==> config.mk <==
export PLATFORM = sky130hd
export DESIGN_NAME = mem_writeback
export DESIGN_NICKNAME = d
export VERILOG_FILES = /design/src/rtl/mem_writeback_pkg.sv /design/src/rtl/mem_writeback_load_align.sv /design/src/rtl/mem_writeback.sv
export SDC_FILE = /design/constraint.sdc
export NUM_CORES = 1
export LEC_CHECK = 0
export ABC_AREA = 1
export CELL_PAD_IN_SITES_DETAIL_PLACEMENT = 1
export CELL_PAD_IN_SITES_GLOBAL_PLACEMENT = 2
export CORE_UTILIZATION = 24
export DETAILED_ROUTE_END_ITERATION = 16
export HOLD_SLACK_MARGIN = 0.12
export PLACE_DENSITY = 0.83
export REMOVE_ABC_BUFFERS = 1
export SYNTH_ARGS = -nofsm -noshare
export SYNTH_HDL_FRONTEND = slang
export SYNTH_SLANG_ARGS = --single-unit
==> constraint.sdc <==
create_clock -name clk -period 5.1 [get_ports clk]
set_input_delay 0.765 -clock clk [delete_from_list [all_inputs] [get_ports clk]]
set_output_delay 0.765 -clock clk [all_outputs]
set_load 0.05 [all_outputs]
==> src/rtl/mem_writeback_pkg.sv <==
// Shared constants for the memory/writeback stage: load funct3 codes, FSM encoding,
// and the misaligned-access check used when MISALIGN_TRAP_EN is defined.
package mem_writeback_pkg;

    localparam logic [2:0] LB  = 3'b000;
    localparam logic [2:0] LH  = 3'b001;
    localparam logic [2:0] LW  = 3'b010;
    localparam logic [2:0] LBU = 3'b100;
    localparam logic [2:0] LHU = 3'b101;

    typedef enum logic [1:0] {
        S_IDLE       = 2'd0,
        S_LOAD_WAIT  = 2'd1,
        S_STORE_WAIT = 2'd2
    } wb_state_t;

    // Store width comes from the byte-enable pattern, since stores carry no funct3 here.
    function automatic logic access_misaligned(
        input logic       is_store,
        input logic [2:0] load_op,
        input logic [3:0] byte_en,
        input logic [1:0] addr_lo
    );
        logic result;
        result = 1'b0;
        if (is_store) begin
            if (byte_en == 4'b1111)
                result = (addr_lo != 2'b00);
            else if ($countones(byte_en) == 2)
                result = addr_lo[0];
        end else begin
            if (load_op == LW)
                result = (addr_lo != 2'b00);
            else if (load_op == LH || load_op == LHU)
                result = addr_lo[0];
        end
        return result;
    endfunction

endpackage

==> src/rtl/mem_writeback_load_align.sv <==
// Load data alignment: selects the byte/halfword lane from the read word and
// sign- or zero-extends it to 32 bits. Unknown load ops produce zero.
module load_align
    import mem_writeback_pkg::*;
(
    input  logic [31:0] word,
    input  logic [1:0]  addr,
    input  logic [2:0]  load_op,
    output logic [31:0] data
);

    logic [7:0]  byte_sel;
    logic [15:0] half_sel;

    always_comb begin
        case (addr)
            2'd0:    byte_sel = word[7:0];
            2'd1:    byte_sel = word[15:8];
            2'd2:    byte_sel = word[23:16];
            default: byte_sel = word[31:24];
        endcase
        half_sel = addr[1] ? word[31:16] : word[15:0];
    end

    always_comb begin
        case (load_op)
            LB:      data = {{24{byte_sel[7]}}, byte_sel};
            LBU:     data = {24'h0, byte_sel};
            LH:      data = {{16{half_sel[15]}}, half_sel};
            LHU:     data = {16'h0, half_sel};
            LW:      data = word;
            default: data = 32'h0;
        endcase
    end

endmodule

==> src/rtl/mem_writeback.sv <==
// Final pipeline stage: data-memory handshake, load alignment and register-file write.
// Optional MISALIGN_TRAP_EN adds a misalign_trap pulse and suppresses misaligned accesses.
//
//  state        | meaning
//  S_IDLE       | ready to accept; ALU results written one cycle after accept
//  S_LOAD_WAIT  | read request outstanding, waiting for dmem_read_valid
//  S_STORE_WAIT | write request outstanding, waiting for dmem_write_ready
module mem_writeback
    import mem_writeback_pkg::*;
#(
    parameter int XLEN      = 32,
    parameter int REG_SEL_W = 5
) (
    input  logic                 clk,
    input  logic                 reset,
    input  logic                 ex_valid,
    input  logic [XLEN-1:0]      ex_result,
    input  logic                 ex_reg_write,
    input  logic                 ex_mem_to_reg,
    input  logic                 ex_mem_write,
    input  logic [REG_SEL_W-1:0] ex_dest_reg_sel,
    input  logic [2:0]           ex_load_op,
    input  logic [XLEN-1:0]      ex_mem_address,
    input  logic [XLEN-1:0]      ex_write_data,
    input  logic [3:0]           ex_write_byte,
    output logic                 wb_stall,
    output logic                 dmem_read_req,
    output logic [XLEN-1:0]      dmem_read_address,
    input  logic [XLEN-1:0]      dmem_read_data,
    input  logic                 dmem_read_valid,
    output logic                 dmem_write_req,
    output logic [XLEN-1:0]      dmem_write_address,
    output logic [XLEN-1:0]      dmem_write_data,
    output logic [3:0]           dmem_write_byte,
    input  logic                 dmem_write_ready,
    output logic                 rf_write_en,
    output logic [REG_SEL_W-1:0] rf_write_sel,
    output logic [XLEN-1:0]      rf_write_data
`ifdef MISALIGN_TRAP_EN
    ,
    output logic                 misalign_trap
`endif
);

    wb_state_t            state, state_nxt;
    logic [2:0]           ld_op, ld_op_nxt;
    logic [1:0]           ld_lo, ld_lo_nxt;
    logic [REG_SEL_W-1:0] ld_rd, ld_rd_nxt;

    logic                 rd_req_nxt, wr_req_nxt, rf_en_nxt;
    logic [XLEN-1:0]      rd_addr_nxt, wr_addr_nxt, wr_data_nxt, rf_data_nxt;
    logic [3:0]           wr_byte_nxt;
    logic [REG_SEL_W-1:0] rf_sel_nxt;
    logic [XLEN-1:0]      load_data;
    logic                 misaligned;
    logic                 rd_nonzero;

    assign wb_stall   = (state != S_IDLE);
    assign rd_nonzero = (ex_dest_reg_sel != '0);

`ifdef MISALIGN_TRAP_EN
    logic trap_nxt;
    assign misaligned = (ex_mem_write || ex_mem_to_reg) &&
                        access_misaligned(ex_mem_write, ex_load_op, ex_write_byte, ex_mem_address[1:0]);
`else
    assign misaligned = 1'b0;
`endif

    load_align u_load_align (
        .word    (dmem_read_data),
        .addr    (ld_lo),
        .load_op (ld_op),
        .data    (load_data)
    );

    always_comb begin
        state_nxt   = state;
        ld_op_nxt   = ld_op;
        ld_lo_nxt   = ld_lo;
        ld_rd_nxt   = ld_rd;
        rd_req_nxt  = dmem_read_req;
        rd_addr_nxt = dmem_read_address;
        wr_req_nxt  = dmem_write_req;
        wr_addr_nxt = dmem_write_address;
        wr_data_nxt = dmem_write_data;
        wr_byte_nxt = dmem_write_byte;
        rf_en_nxt   = 1'b0;
        rf_sel_nxt  = rf_write_sel;
        rf_data_nxt = rf_write_data;
`ifdef MISALIGN_TRAP_EN
        trap_nxt    = 1'b0;
`endif
        case (state)
            S_IDLE: begin
                if (ex_valid) begin
                    if (misaligned) begin
`ifdef MISALIGN_TRAP_EN
                        trap_nxt = 1'b1;
`endif
                    end else if (ex_mem_write) begin
                        // Store takes priority if execute ever flags both.
                        state_nxt   = S_STORE_WAIT;
                        wr_req_nxt  = 1'b1;
                        wr_addr_nxt = {ex_mem_address[XLEN-1:2], 2'b00};
                        wr_data_nxt = ex_write_data;
                        wr_byte_nxt = ex_write_byte;
                    end else if (ex_mem_to_reg) begin
                        state_nxt   = S_LOAD_WAIT;
                        rd_req_nxt  = 1'b1;
                        rd_addr_nxt = {ex_mem_address[XLEN-1:2], 2'b00};
                        ld_op_nxt   = ex_load_op;
                        ld_lo_nxt   = ex_mem_address[1:0];
                        ld_rd_nxt   = ex_dest_reg_sel;
                    end else begin
                        rf_en_nxt   = ex_reg_write && rd_nonzero;
                        rf_sel_nxt  = ex_dest_reg_sel;
                        rf_data_nxt = ex_result;
                    end
                end
            end
            S_LOAD_WAIT: begin
                if (dmem_read_valid) begin
                    state_nxt   = S_IDLE;
                    rd_req_nxt  = 1'b0;
                    rf_en_nxt   = (ld_rd != '0);
                    rf_sel_nxt  = ld_rd;
                    rf_data_nxt = load_data;
                end
            end
            S_STORE_WAIT: begin
                if (dmem_write_ready) begin
                    state_nxt  = S_IDLE;
                    wr_req_nxt = 1'b0;
                end
            end
            default: begin
                state_nxt  = S_IDLE;
                rd_req_nxt = 1'b0;
                wr_req_nxt = 1'b0;
            end
        endcase
    end

    always_ff @(posedge clk or posedge reset) begin
        if (reset) begin
            state              <= S_IDLE;
            ld_op              <= 3'b000;
            ld_lo              <= 2'b00;
            ld_rd              <= '0;
            dmem_read_req      <= 1'b0;
            dmem_read_address  <= '0;
            dmem_write_req     <= 1'b0;
            dmem_write_address <= '0;
            dmem_write_data    <= '0;
            dmem_write_byte    <= 4'b0000;
            rf_write_en        <= 1'b0;
            rf_write_sel       <= '0;
            rf_write_data      <= '0;
        end else begin
            state              <= state_nxt;
            ld_op              <= ld_op_nxt;
            ld_lo              <= ld_lo_nxt;
            ld_rd              <= ld_rd_nxt;
            dmem_read_req      <= rd_req_nxt;
            dmem_read_address  <= rd_addr_nxt;
            dmem_write_req     <= wr_req_nxt;
            dmem_write_address <= wr_addr_nxt;
            dmem_write_data    <= wr_data_nxt;
            dmem_write_byte    <= wr_byte_nxt;
            rf_write_en        <= rf_en_nxt;
            rf_write_sel       <= rf_sel_nxt;
            rf_write_data      <= rf_data_nxt;
        end
    end

`ifdef MISALIGN_TRAP_EN
    always_ff @(posedge clk or posedge reset) begin
        if (reset)
            misalign_trap <= 1'b0;
        else
            misalign_trap <= trap_nxt;
    end
`endif

endmodule

==> summary.txt <==
Detailed routing
  • Highest routed metal layer: met5
  • Detailed Route WL: around 25,000 µm
  • Met3 WL: 2823 µm
  • Met2 WL post-DR: about 11,000 µm
  • Sum of routed wire segments on met1: 10,750 µm
  • Remaining routing DRC violations: 0
  • Violation count after the first detailed-routing iteration: a little under 300
  • Average wire length per cell after detail routing: 15.53 µm
  • Total number of vias: ~6,900
  • ANT nets after route: 0
  • First-pass detailed-route iteration total: 4
  • Vias per cell: about 4.3

STA
  • Max-slew headroom: a little under a third
  • Final count of negative-setup-slack endpoints: 0
  • Least-Margin Pin Slew: between 1 and 1.5 ns
  • Minimum period implied by the final worst setup slack: around 2.8 ns
  • Timing-limited maximum frequency: about 360 MHz
  • Final Skew: 0.01344 ns
  • Period utilisation layout: between 50% and 60%
  • Total negative setup slack: 0 ns
  • Worst Hold Margin: between 0.4 and 0.5 ns
  • RSZ-0062 raised after global routing: false
  • PnR worst setup slack: between 2 and 2.5 ns
  • Final Hold Fails: 0
  • Max-slew violation count: 0

GRT
  • Maximum number of pins on one net before global-route repair: 89
  • GR Overflow Total: 0
  • Vias in the first global route: 7,314
  • Wire length of the first global-routing pass: between 30,000 and 40,000 µm
  • Tot GR Track Use: about 16%
  • Antenna violations before repair: 1

Floorplanning
  • Die footprint: about 0.032 mm²
  • Area of the core: around 0.031 mm²
  • Chip width: 178.0 µm
  • Initial Utilization: about a quarter
  • Die outline height: about 180 µm
  • IO Pins: between 200 and 300
  • Number of rows in the core area: between 60 and 70

Power
  • Worst IR drop on VDD: ~0.25 mV
  • Power density normalized to cell area: about 530 mW/mm²
  • Leak Pwr: between 5 and 6 nW

CTS
  • Root cell of the clock tree: clkbuf_16
  • Depth of the CTS H-tree: 4
  • Worst-case clock buffer depth: 2
  • Setup Buffers After CTS: 0
  • Number of buffers added to fix hold violations after cts: 0
  • CTS-repair resized insts: 0
  • Latest clock arrival within the worst-skew pair: 0.43 ns
  • Number of buffers created by CTS: 17
  • Number of clock sinks: 148
  • Clock Pin Slew Worst Setup and Hold Paths: ~0.070 ns
  • CTS tree: built

Cells and area
  • Most frequent cells in the layout: clkdlybuf4s50_1, nand2_1, dfrtp_1
  • Fraction of layout instances using a drive strength above 1: under 10%
  • Area added between synthesis and finish: 49.65%
  • Net count, final: between 1,000 and 1,500
  • Commonest non-fill, non-tap cell in the layout: clkdlybuf4s50_1
  • Non-filler instance count after layout: ~1,600
  • Number of inserted diodes: 0

Synthesis
  • Unique cell type count in the Yosys netlist: 28
  • Most area-hungry cell type in the Yosys netlist: dfrtp_1
  • #FFs+latches synth: between 100 and 150
  • Yosys top cell area share: 49.81%
  • Cell types with the largest area share after synthesis: dfrtp_1, nand2_1, inv_1
  • Mean area per synthesized cell: approximately 8 µm²
  • Sequential element share of the synthesized area: 49.81%
  • Number of cells produced by synthesis: approximately 950
  • Post-Syn Area: about 0.0074 mm²
  • Number of warnings reported in the yosys synthesis log: 0

Placement
  • Number of port buffers: 284
  • Post-placement worst setup slack: approximately 2 ns
  • Routability congestion estimate: about 0.8
  • HPWL after detailed placement: 18,060 µm
  • Placed Cells incl. Taps: between 1,500 and 2,000

Worst setup path
  • CP endpoint kind: register
  • WP data required: about 5.5 ns
  • CP Class: reg -> reg
  • CP Launch Type: register
  • Arrival time reported for the critical path endpoint: about 3.2 ns
  • CP max FO: 27

Status
  • Status: complete, no violations

Worst hold path
  • Kind of path behind the tightest hold check: reg -> reg

Job
  • Max Cap Violations: 0
==> registers in the layout, summed over array words and instances, names as in the netlist, 3 cells and up <==
register and count:
dmem_write_address 30, dmem_write_byte 4, ld_op 3, rf_write_sel 5
dmem_write_data 32, dmem_read_address 30, ld_rd 5, rf_write_data 32
==> path summary, 6_finish.rpt <==
kind / start / endpoint / slack (ns) / cells past startpoint
worst min register to register: dmem_write_req$_DFFE_PP0P_ / dmem_write_req$_DFFE_PP0P_ / 0.47 / 2
min in group asynchronous: reset / dmem_write_data[0]$_DFFE_PP0P_ / 0.84 / 2
worst min-delay path: dmem_write_req$_DFFE_PP0P_ / dmem_write_req$_DFFE_PP0P_ / 0.47 / 2
max in group asynchronous: reset / rf_write_en$_DFF_PP0_ / 3.20 / 3
worst max-delay path: ld_lo[1]$_DFFE_PP0P_ / rf_write_data[16]$_DFFE_PP0P_ / 2.30 / 8
worst max register to register: ld_lo[1]$_DFFE_PP0P_ / rf_write_data[16]$_DFFE_PP0P_ / 2.30 / 8
==> per-layer routing <==
layer | track usage [%] | vias up
met4 | 4.701 | 2
met3 | 7.118 | 20
met2 | 26.10 | 232
met1 | 19.92 | 3256
met5 | 0 | -
li1 | - | 3414
==> cell type report <==
type	count	area (µm²)
clock buffers	18	429.2
clock inverters	14	118.9
fillers	3655	19380
inverters	154	583.1
multi-input cells	604	2915
flip-flops and latches	148	3704
well taps	396	495.5
repair buffers	289	2880
==> critical path, stage by stage, from the launching register on <==
cell,delay [ns]
dfrtp_1,0.92
inv_2,0.40
nand2_1,0.20
nand2_1,0.12
nand2_1,0.11
nand3_2,0.48
nand2_1,0.23
nand2_1,0.10
a21boi_1,0.16
==> Yosys cell counts, drive strengths merged <==
cell     count
nor2       128
nand3       45
inv        154
o21ai       70
nand3b       1
o211ai       5
nand4        3
mux2        36
dfrtp      148
clkbuf      18
nor3         2
buf         33
nand2      269
a21oi        8
a21boi      31
o2111ai      2
conb         1
==> report_power, final <==
group / internal (mW) / switching (mW)
Clock: 0.637 / 0.577
Sequential: 1.53 / 0.248
Combinational: 0.964 / 1.91
Total: 3.13 / 2.73
==> per-stage QoR <==
stage          power, mW  util (%)  cell area, µm²
2_1_floorplan      3.595         -            7183
3_3_place_gp       4.661     34.67           10580
3_5_place_dp       4.698     34.67           10580
4_1_cts            5.951     36.47           11130
5_1_grt            6.218     36.47           11130
6_report           5.864     36.47           11130
==> cells by family (layout without fill, tap and decap cells) <==
kind of cell    after synthesis  in the layout  share of synthesized area (%)
buf+inv                     205            475                          11.31
mux                          36             36                          5.453
simple gates                448            448                          24.25
other cells                   1              4                        0.05044
flops                       148            148                          49.81
compound gates              116            116                          9.122
Note: power is estimated with default switching activity, not from simulation.
